## src/rtl/gcd_stein_param.sv

```systemverilog
// Multi-cycle binary (Stein) GCD of two unsigned WIDTH-bit operands.
// A start in IDLE runs CHECK/STRIP/NORM_A/REDUCE, then DONE pulses valid_o for one cycle.
module gcd_stein_param #(
  parameter int WIDTH = 32,
  parameter int KW    = $clog2(WIDTH + 1)
) (
  input  logic             clk_i,
  input  logic             rst_i,
  input  logic             start_i,
  input  logic             abort_i,
  input  logic [WIDTH-1:0] a_i,
  input  logic [WIDTH-1:0] b_i,
  output logic             busy_o,
  output logic             valid_o,
  output logic [WIDTH-1:0] result_o,
  output logic             coprime_o
);

  typedef enum logic [2:0] {
    S_IDLE   = 3'd0,
    S_CHECK  = 3'd1,
    S_STRIP  = 3'd2,
    S_NORM_A = 3'd3,
    S_REDUCE = 3'd4,
    S_DONE   = 3'd5
  } state_t;

  state_t           state;
  logic [WIDTH-1:0] a;
  logic [WIDTH-1:0] b;
  logic [KW-1:0]    k;
  logic [WIDTH-1:0] fin_val;
  logic             in_work;

  // Value delivered on entry to DONE: the surviving operand in CHECK,
  // or the odd common part re-scaled by the stripped power of two in REDUCE.
  assign fin_val = (state == S_REDUCE) ? (a << k)
                 : ((a == '0) ? b : a);

  assign in_work = (state == S_CHECK) || (state == S_STRIP) ||
                   (state == S_NORM_A) || (state == S_REDUCE);

  // NOTE: asynchronous reset lives in the sensitivity list; all state uses
  // non-blocking assignments so every branch sees the pre-edge values.
  always_ff @(posedge clk_i or posedge rst_i) begin
    if (rst_i) begin
      state     <= S_IDLE;
      a         <= '0;
      b         <= '0;
      k         <= '0;
      result_o  <= '0;
      coprime_o <= 1'b0;
      busy_o    <= 1'b0;
      valid_o   <= 1'b0;
    end else begin
      valid_o <= 1'b0;
      if (in_work && abort_i) begin
        state  <= S_IDLE;
        busy_o <= 1'b0;
      end else begin
        case (state)
          S_IDLE: begin
            if (start_i) begin
              a      <= a_i;
              b      <= b_i;
              k      <= '0;
              state  <= S_CHECK;
              busy_o <= 1'b1;
            end
          end

          S_CHECK: begin
            if ((a == '0) || (b == '0)) begin
              result_o  <= fin_val;
              coprime_o <= (fin_val == WIDTH'(1));
              valid_o   <= 1'b1;
              busy_o    <= 1'b0;
              state     <= S_DONE;
            end else begin
              state <= S_STRIP;
            end
          end

          S_STRIP: begin
            if (!a[0] && !b[0]) begin
              a <= a >> 1;
              b <= b >> 1;
              k <= k + KW'(1);
            end else begin
              state <= S_NORM_A;
            end
          end

          S_NORM_A: begin
            if (!a[0]) a <= a >> 1;
            else       state <= S_REDUCE;
          end

          // a stays odd here, so a-b and b-a never wrap given the compare.
          S_REDUCE: begin
            if (!b[0]) begin
              b <= b >> 1;
            end else if (a == b) begin
              result_o  <= fin_val;
              coprime_o <= (fin_val == WIDTH'(1));
              valid_o   <= 1'b1;
              busy_o    <= 1'b0;
              state     <= S_DONE;
            end else if (a > b) begin
              a <= b;
              b <= a - b;
            end else begin
              b <= b - a;
            end
          end

          S_DONE: begin
            state <= S_IDLE;
          end

          default: begin
            state  <= S_IDLE;
            busy_o <= 1'b0;
          end
        endcase
      end
    end
  end

endmodule

```

## config.mk

```make
export PLATFORM = sky130hd
export DESIGN_NAME = gcd_stein_param
export DESIGN_NICKNAME = d
export VERILOG_FILES = /design/src/rtl/gcd_stein_param.sv
export SDC_FILE = /design/constraint.sdc
export NUM_CORES = 1
export LEC_CHECK = 0
export ABC_AREA = 1
export CAP_MARGIN = 25
export CORE_AREA = 2 2 138 140
export CTS_CLUSTER_DIAMETER = 40
export CTS_CLUSTER_SIZE = 28
export DETAILED_ROUTE_END_ITERATION = 10
export DIE_AREA = 0 0 140 142
export HOLD_SLACK_MARGIN = 0.05
export MAX_ROUTING_LAYER = met4
export PLACE_DENSITY = 0.87
export SLEW_MARGIN = 0
export SYNTH_ARGS = -nofsm -noshare
export SYNTH_HDL_FRONTEND = slang
export SYNTH_SLANG_ARGS = --single-unit
export TNS_END_PERCENT = 50
```

## constraint.sdc

```tcl
create_clock -name clk_i -period 9.7 [get_ports clk_i]
set_clock_uncertainty 0.15 [all_clocks]
set_input_delay 1.94 -clock clk_i [delete_from_list [all_inputs] [get_ports clk_i]]
set_output_delay 1.94 -clock clk_i [all_outputs]
set_load 0.05 [all_outputs]
```

**Word-level counts from Yosys, hierarchy flattened**

Index checks and enable logic that the tools add are counted.

- Magnitude comparators: 1
- Equality and inequality tests: 23
- Reduce and logical (&&, ||, !) cells: 24
- Bitwise operators: 1
- Shifts and indexed selects: 1
- Mux-type cells: 45
- $add $sub $neg: 3

Operators by type and width:

| operator | number |
|---|---|
| 32-bit 2-to-1 mux | 16 |
| 32-bit case mux with 4 select lines | 1 |
| 32-bit case mux with 3 select lines | 1 |
| 32-bit zero test | 2 |
| 32-bit case mux with 2 select lines | 1 |
| 32-bit subtractor | 2 |
| 32-bit by 1-bit equality test with 1-bit output (second input constant) | 1 |
| 32-bit equality test | 1 |
| 32-bit > comparator | 1 |
| 32-bit by 6-bit left shift with 32-bit output | 1 |
| 3-bit 2-to-1 mux | 7 |
| 5-bit AND reduction | 4 |
| 3-bit case mux with 5 select lines | 1 |
| 1-bit 2-to-1 mux | 12 |
| 6-bit 2-to-1 mux | 2 |
| 6-bit case mux with 2 select lines | 1 |
| 2-bit by 1-bit != test with 1-bit output (second input constant) | 5 |
| 3-bit != test (second input constant) | 3 |
| 2-bit != test (second input constant) | 4 |
| 4-bit AND reduction | 2 |
| 8-bit AND reduction | 1 |
| 7-bit AND reduction | 1 |
| 6-bit by 1-bit adder with 6-bit output (second input constant) | 1 |
| 3-bit by 2-bit equality test with 1-bit output (second input constant) | 2 |
| 15 further kinds | 25 |

- Bits in registers: 108
- Output and inout port bits: 35
- Input port bits: 68

**Longest topological paths before layout**

Gate-level depths: netlist of run 1.

- Depth in word-level cells: 7
- Mapped depth: 18
- Depth with buffers taken out: 16

**Worst setup path after synthesis of run 1**

Ideal clock, no wire load.

- Path type: input port to flip-flop
- From: input port abort_i
- To: register a[0]
- Path slack: 6,248 ps
- Data arrival time: 3,178 ps
- Stages: 7
- Path buffers: 1
- Path through: nand3_1 -> nand2_1 -> nor4_2 -> nand2_1 -> a21oi_4 -> buf_6 -> a21oi_1

- Longest elaborated chain between the ends: 3

RTL lines:

| item | RTL line | RTL |
|---|---|---|
| start, declared | 10 | `input logic abort_i,` |
| 1-bit logical AND | 57 | `if (in_work && abort_i) begin` |
| 1-bit inverter (no line) | n/a |  |
| 7-bit AND reduction (no line) | n/a |  |
| end signal, assigned | 64 | `a <= a_i;` |
| end signal, assigned | 86 | `a <= a >> 1;` |
| end signal, assigned | 95 | `if (!a[0]) a <= a >> 1;` |
| end, declared | 29 | `logic [WIDTH-1:0] a;` |

Every way passes these cells.
A chain may end at the register's enable or synchronous reset.

**Worst setup path in the final report of run 1**

- From: register a[0]
- To: register b[9]

- Longest elaborated chain between the ends: 5

RTL lines:

| item | RTL line | RTL |
|---|---|---|
| 32-bit subtractor, or another cell as far along | 113 | `b <= b - a;` |
| 32-bit 2-to-1 mux | 109 | `end else if (a > b) begin` |
| 32-bit 2-to-1 mux | 103 | `end else if (a == b) begin` |
| 32-bit 2-to-1 mux | 101 | `if (!b[0]) begin` |
| 32-bit case mux with 3 select lines | 61 | `case (state)` |
| end signal, assigned | 65 | `b <= b_i;` |
| end signal, assigned | 102 | `b <= b >> 1;` |
| end signal, assigned | 111 | `b <= a - b;` |
| end, declared | 30 | `logic [WIDTH-1:0] b;` |

Parallel ways exist; a longest one is shown, timed or not. The select of a mux whose other input is x is not followed.

==> results.py, run 1 <==
metrics = {
    "sta": {
        "timing.final.crit_share_pct": 43.4,
        "max_clock_freq_ghz": 0.237,
        "post-route-min-period_ps": 4210,
        "drv_slew": 0,
        "setup_viol": 0,
        "rsz0062_at_grt": "no",
        "slew_headroom_pct": 22.9,
        "setup-tns-final_ps": 0,
        "worst_pin_slew_ps": 1160,
        "final-hold-violation-count": 0,
    },
    "place": {
        "portBuffers": 102,
        "dpl.hpwl_mm": 33.9,
        "gp_congestion": 1.06,
    },
    "global_routing": {
        "grt_pass1_vias": 12900,
        "antenna_found_initial": 0,
        "grt-ovfl-total": 0,
        "grtUsageTotal_pct": 44.5,
        "grt_pass1_wl_mm": 68.4,
        "grt_max_degree": 64,
    },
    "floorplan": {
        "die_w_um": 140,
        "core_area_um2": 18500,
        "start_util_pct": 63.9,
        "row_count": 50,
        "die_area_um2": 19900,
        "die_h_um": 142,
        "io_pins": 103,
    },
    "detailed_routing": {
        "dr.pass1.iters": 9,
        "drtIter0Drc": 2434,
        "wl_per_cell_um": 19.6,
        "vias": 14300,
        "drc_errors": 6,
        "avgViaCountPerCell": 6.45,
        "drtAntennaViolNets": 0,
        "routed_wl_mm": 43.4,
    },
    "yosys": {
        "ys_seq_elements": 108,
        "synth_fp_nets": 2064,
        "synthDominantCellAreaShare_pct": 22.9,
        "synth_top_area_cell": "dfrtp_1",
        "synth-async-reset-ratio_pct": 100,
        "synth_edf_count": 0,
        "synth_cell_types": 43,
        "synth.avg_cell_area_um2": 6.11,
        "ys_seq_area_share_pct": 22.9,
        "syn_inst": 1929,
        "synth_warnings": 0,
        "ys.flop_type": "dfrtp_1",
        "syn-cell-area_um2": 11800,
        "synth_area_leaders": "dfrtp_1, nand2_1, nand3_1, ha_1, inv_1",
    },
    "clock_network": {
        "ctsHoldBuffers": 0,
        "cts_tree": "done",
        "cts-resized-gates": 0,
        "clock_path_buffers": 2,
        "cts_root_buf": "clkbuf_16",
        "cts_setup_buffers": 0,
        "cts_inserted_buffers": 9,
        "cts.reportedPaths.clkPinSlew_ps": 80,
        "clock-sinks": 108,
        "clk_latency_ps": 370,
        "h-tree-depth": 3,
    },
    "finish": {
        "fillers": 1692,
        "layout.nets": 2107,
        "diodes": 0,
        "mostFrequentLayoutCell": "nand2_1",
        "area_growth_pct": 12.0,
        "final_cell_mix": "nand2_1, nand3_1, inv_1",
        "drive_gt1_share_pct": 4.81,
    },
    "outcome": {
        "status": "complete, but fails checks",
        "violations": "DRC",
    },
    "worst_setup_path": {
        "crit_path_start_kind": "flop",
        "critical_path_required_ps": 9830,
        "crit_arrival_ps": 4340,
        "cp_max_fo": 33,
        "path_class": "reg -> reg",
        "cp-end-kind": "flop",
    },
    "min_path": {
        "hold_path.class": "reg -> reg",
    },
    "job": {
        "drv_cap": 0,
    },
}
worst paths after layout:
path                                           from                       end  slack, ps  cells after the start
max                                a[0]$_DFFE_PP0P_          b[9]$_DFFE_PP0P_       5490                     15
min                        result_o[17]$_DFFE_PP0P_  result_o[17]$_DFFE_PP0P_        330                      2
max reg2reg                        a[0]$_DFFE_PP0P_          b[9]$_DFFE_PP0P_       5490                     15
min reg2reg                result_o[17]$_DFFE_PP0P_  result_o[17]$_DFFE_PP0P_        330                      2
max in group asynchronous                     rst_i         a[22]$_DFFE_PP0P_       6310                      3
min in group asynchronous                     rst_i   result_o[2]$_DFFE_PP0P_       1830                      2
sequential cells by signal, summed over array words and instances, names as in the netlist:
register   flops
a             32
b             32
result_o      32
k              6
state          3
busy_o         1
coprime_o      1
valid_o        1
cell type report:
cell class                      instances  area (um^2)  share of cell area [%]
Tap cell                              234          293                    2.22
Sequential cell                       108         2700                    20.5
Timing Repair Buffer                  119         1220                    9.20
Clock inverter                          6         68.8                   0.521
Clock buffer                           10          239                    1.81
Multi-Input combinational cell       1554         8020                    60.7
Inverter                              180          678                    5.13
metrics by stage:
step	utilization, %	worst slack [ps]	std cells	hold WS, ps	cell area (um^2)
6_report	71.6	5490	2211	328	13200
3_5_place_dp	69.5	5290	2192	314	12800
5_1_grt	71.6	5220	2211	361	13200
4_1_cts	71.1	5630	2208	333	13100
3_3_place_gp	69.4	5340	2191	311	12800
2_1_floorplan	-	4760	1929	339	11800
logic make-up after synthesis:
| group | synth area share [%] |
|---|---|
| adders and majority gates | 7.24 |
| and+or+nand+nor | 39.7 |
| AOI/OAI and AO/OA | 18.6 |
| xor gates and xnor gates | 2.38 |
| DFF | 22.9 |
| buffers and inverters | 9.21 |
metal layers:
| layer | vias up | GRT usage (%) | wire, um |
|---|---|---|---|
| met5 | - | - | 0 |
| met4 | 0 | 19.7 | 2200 |
| met3 | 177 | 7.64 | 5220 |
| met2 | 1061 | 68.5 | 19400 |
| met1 | 6454 | 58.2 | 16600 |
| li1 | 6564 | - | - |
synthesized netlist by cell type, drive strengths merged, types with 28 or more instances:
| master | number |
|---|---|
| a21oi | 124 |
| a221oi | 31 |
| a22oi | 46 |
| buf | 37 |
| clkbuf | 50 |
| dfrtp | 108 |
| ha | 65 |
| inv | 178 |
| nand2 | 595 |
| nand3 | 284 |
| nand4 | 28 |
| nor2 | 174 |
| o21ai | 115 |
| xor2 | 30 |
worst max-delay path, stage by stage (launching register included):
cell	delay, ps
dfrtp_1	480
inv_1	150
ha_1	290
inv_1	110
fa_1	430
nand2_1	100
nand2_1	100
a21oi_2	260
o21ai_2	90
nand2_1	70
nand2_1	70
nand2_2	550
inv_1	700
nand2_1	210
nand3_1	160
a22oi_1	210
Power of run 1 is not shown: default switching activity piles up to over one toggle a cycle in this logic, so the estimate is an artifact.
==> inputs of run 2 (changes only) <==
--- a/config.mk
+++ b/config.mk
@@ -7,14 +7,14 @@
 export LEC_CHECK = 0
 export ABC_AREA = 1
 export CAP_MARGIN = 25
-export CORE_AREA = 2 2 138 140
+export CORE_AREA = 2 2 144 146
 export CTS_CLUSTER_DIAMETER = 40
 export CTS_CLUSTER_SIZE = 28
 export DETAILED_ROUTE_END_ITERATION = 10
-export DIE_AREA = 0 0 140 142
+export DIE_AREA = 0 0 146 148
 export HOLD_SLACK_MARGIN = 0.05
 export MAX_ROUTING_LAYER = met4
-export PLACE_DENSITY = 0.87
+export PLACE_DENSITY = 0.81
 export SLEW_MARGIN = 0
 export SYNTH_ARGS = -nofsm -noshare
 export SYNTH_HDL_FRONTEND = slang
==> constraint.sdc (replaced) <==
create_clock -name clk_i -period 4.2 [get_ports clk_i]
set_clock_uncertainty 0.15 [all_clocks]
set_input_delay 0.84 -clock clk_i [delete_from_list [all_inputs] [get_ports clk_i]]
set_output_delay 0.84 -clock clk_i [all_outputs]
set_load 0.05 [all_outputs]
==> results.py, run 2 (same netlist as run 1, synthesis figures left out) <==
metrics = {
    "outcome": {
        "status": "finished clean",
    },
    "detailed_routing": {
        "drtIter0Drc": 1851,
        "drc_errors": 0,
        "avgViaCountPerCell": 6.26,
        "drtAntennaViolNets": 0,
        "vias": 14100,
        "wl_per_cell_um": 19.9,
        "dr.pass1.iters": 8,
        "routed_wl_mm": 44.9,
    },
    "floorplan": {
        "start_util_pct": 58.9,
        "die_w_um": 146,
        "core_area_um2": 20000,
        "io_pins": 103,
        "die_h_um": 148,
        "row_count": 52,
        "die_area_um2": 21600,
    },
    "min_path": {
        "hold_path.class": "reg -> reg",
    },
    "sta": {
        "rsz0062_at_grt": "no",
        "slew_headroom_pct": 33.8,
        "drv_slew": 0,
        "setup_slack_ps": 373,
        "max_clock_freq_ghz": 0.261,
        "hold-worst-slack_ps": 330,
        "post-route-min-period_ps": 3830,
        "worst_pin_slew_ps": 992,
        "setup_viol": 0,
        "setup-tns-final_ps": 0,
        "final-hold-violation-count": 0,
        "timing.final.crit_share_pct": 91.1,
    },
    "worst_setup_path": {
        "critPathMaxStageDelay_ps": 480,
        "cp-end-kind": "flop",
        "crit_path_start_kind": "flop",
        "crit_buf_inv": 4,
        "cp_max_fo": 22,
        "crit_slowest_cell": "dfrtp_1",
        "crit_path_cell_trace": "inv_1, ha_1, inv_1, fa_1, nand2_1, nand2_1, a21oi_2, o21ai_2, nand2_1, nand2_1, nand2_2, inv_1, buf_4, nand2_1, nand3_1, a22oi_1",
        "critical_path_required_ps": 4330,
        "cp_top_family": "simple AND/OR/NAND/NOR gates",
        "crit_top_cell": "nand2_1",
        "path_class": "reg -> reg",
        "crit_arrival_ps": 3960,
    },
    "finish": {
        "top_regs": "a x32, b x32, result_o x32",
        "mostFrequentLayoutCell": "nand2_1",
        "area_growth_pct": 12.9,
        "drive_gt1_share_pct": 5.09,
        "final_cell_mix": "nand2_1, nand3_1, inv_1",
        "finish.utilization_pct": 66.5,
        "layout.nets": 2116,
    },
    "clock_network": {
        "cts_root_buf": "clkbuf_16",
        "cts_setup_buffers": 0,
        "clock-sinks": 108,
        "cts.reportedPaths.clkPinSlew_ps": 80,
        "cts_tree": "done",
        "clock_path_buffers": 2,
        "cts-resized-gates": 0,
        "cts_inserted_buffers": 9,
        "clk_latency_ps": 370,
        "h-tree-depth": 3,
        "ctsHoldBuffers": 0,
    },
    "global_routing": {
        "grt_pass1_wl_mm": 71.2,
        "grtUsageTotal_pct": 43.0,
        "grt-ovfl-total": 0,
        "grt_pass1_vias": 13000,
        "antenna_found_initial": 1,
        "grt_max_degree": 70,
    },
    "place": {
        "dpl.hpwl_mm": 35.9,
        "portBuffers": 102,
        "gp_congestion": 1.10,
        "dpl_worst_slack_ps": 537,
    },
    "job": {
        "drv_cap": 0,
    },
}
[run 2: cell types whose count changed in the layout (fill, tap and decap cells not counted), sizes merged]
| cell | before | now |
|---|---|---|
| diode | 0 | 1 |
| buf | 17 | 26 |
| clkinv | 4 | 3 |
| bufinv | 1 | 2 |
| inv | 180 | 178 |
[run 2: per-layer routing]
metal	up-vias	global-route usage, %	part of all wire, %
li1	6547	-	-
met1	6464	55.7	40
met5	-	-	0
met4	0	19.8	4.8
met3	162	8.02	11
met2	954	65.5	44
[run 2: tightest hold or removal path, stage by stage (launching register included)]
cell and delay, ps:
dfrtp_1 340, nand2_1 50, nand2_1 50
[run 2: final cells by class]
type | instances | area [um^2]
fill | 1920 | 6720
clock inverter | 4 | 76.3
tap | 270 | 338
clock buffer | 10 | 229
inverter | 180 | 678
sequential | 108 | 2700
antenna | 1 | 2.50
timing repair buffer | 128 | 1280
multi-input combinational | 1554 | 8020
[run 2: metrics by stage]
step	instances	cell area [um^2]
floorplan	1929	11800
global placement	2237	12900
detailed placement	2239	13000
CTS	2253	13300
global route	2255	13300
finish	2255	13300
[run 2: worst paths after layout]
| path | start | to | slack [ps] | depth (start not counted) |
|---|---|---|---|---|
| max in group asynchronous | rst_i | a[18]$_DFFE_PP0P_ | 2280 | 3 |
| setup reg to reg | a[0]$_DFFE_PP0P_ | b[9]$_DFFE_PP0P_ | 370 | 16 |
| setup / recovery | a[0]$_DFFE_PP0P_ | b[9]$_DFFE_PP0P_ | 370 | 16 |
| hold / removal | result_o[28]$_DFFE_PP0P_ | result_o[28]$_DFFE_PP0P_ | 330 | 2 |
| hold reg to reg | result_o[28]$_DFFE_PP0P_ | result_o[28]$_DFFE_PP0P_ | 330 | 2 |
| min in group asynchronous | rst_i | result_o[4]$_DFFE_PP0P_ | 880 | 2 |
Power of run 2 is left out for the same reason.
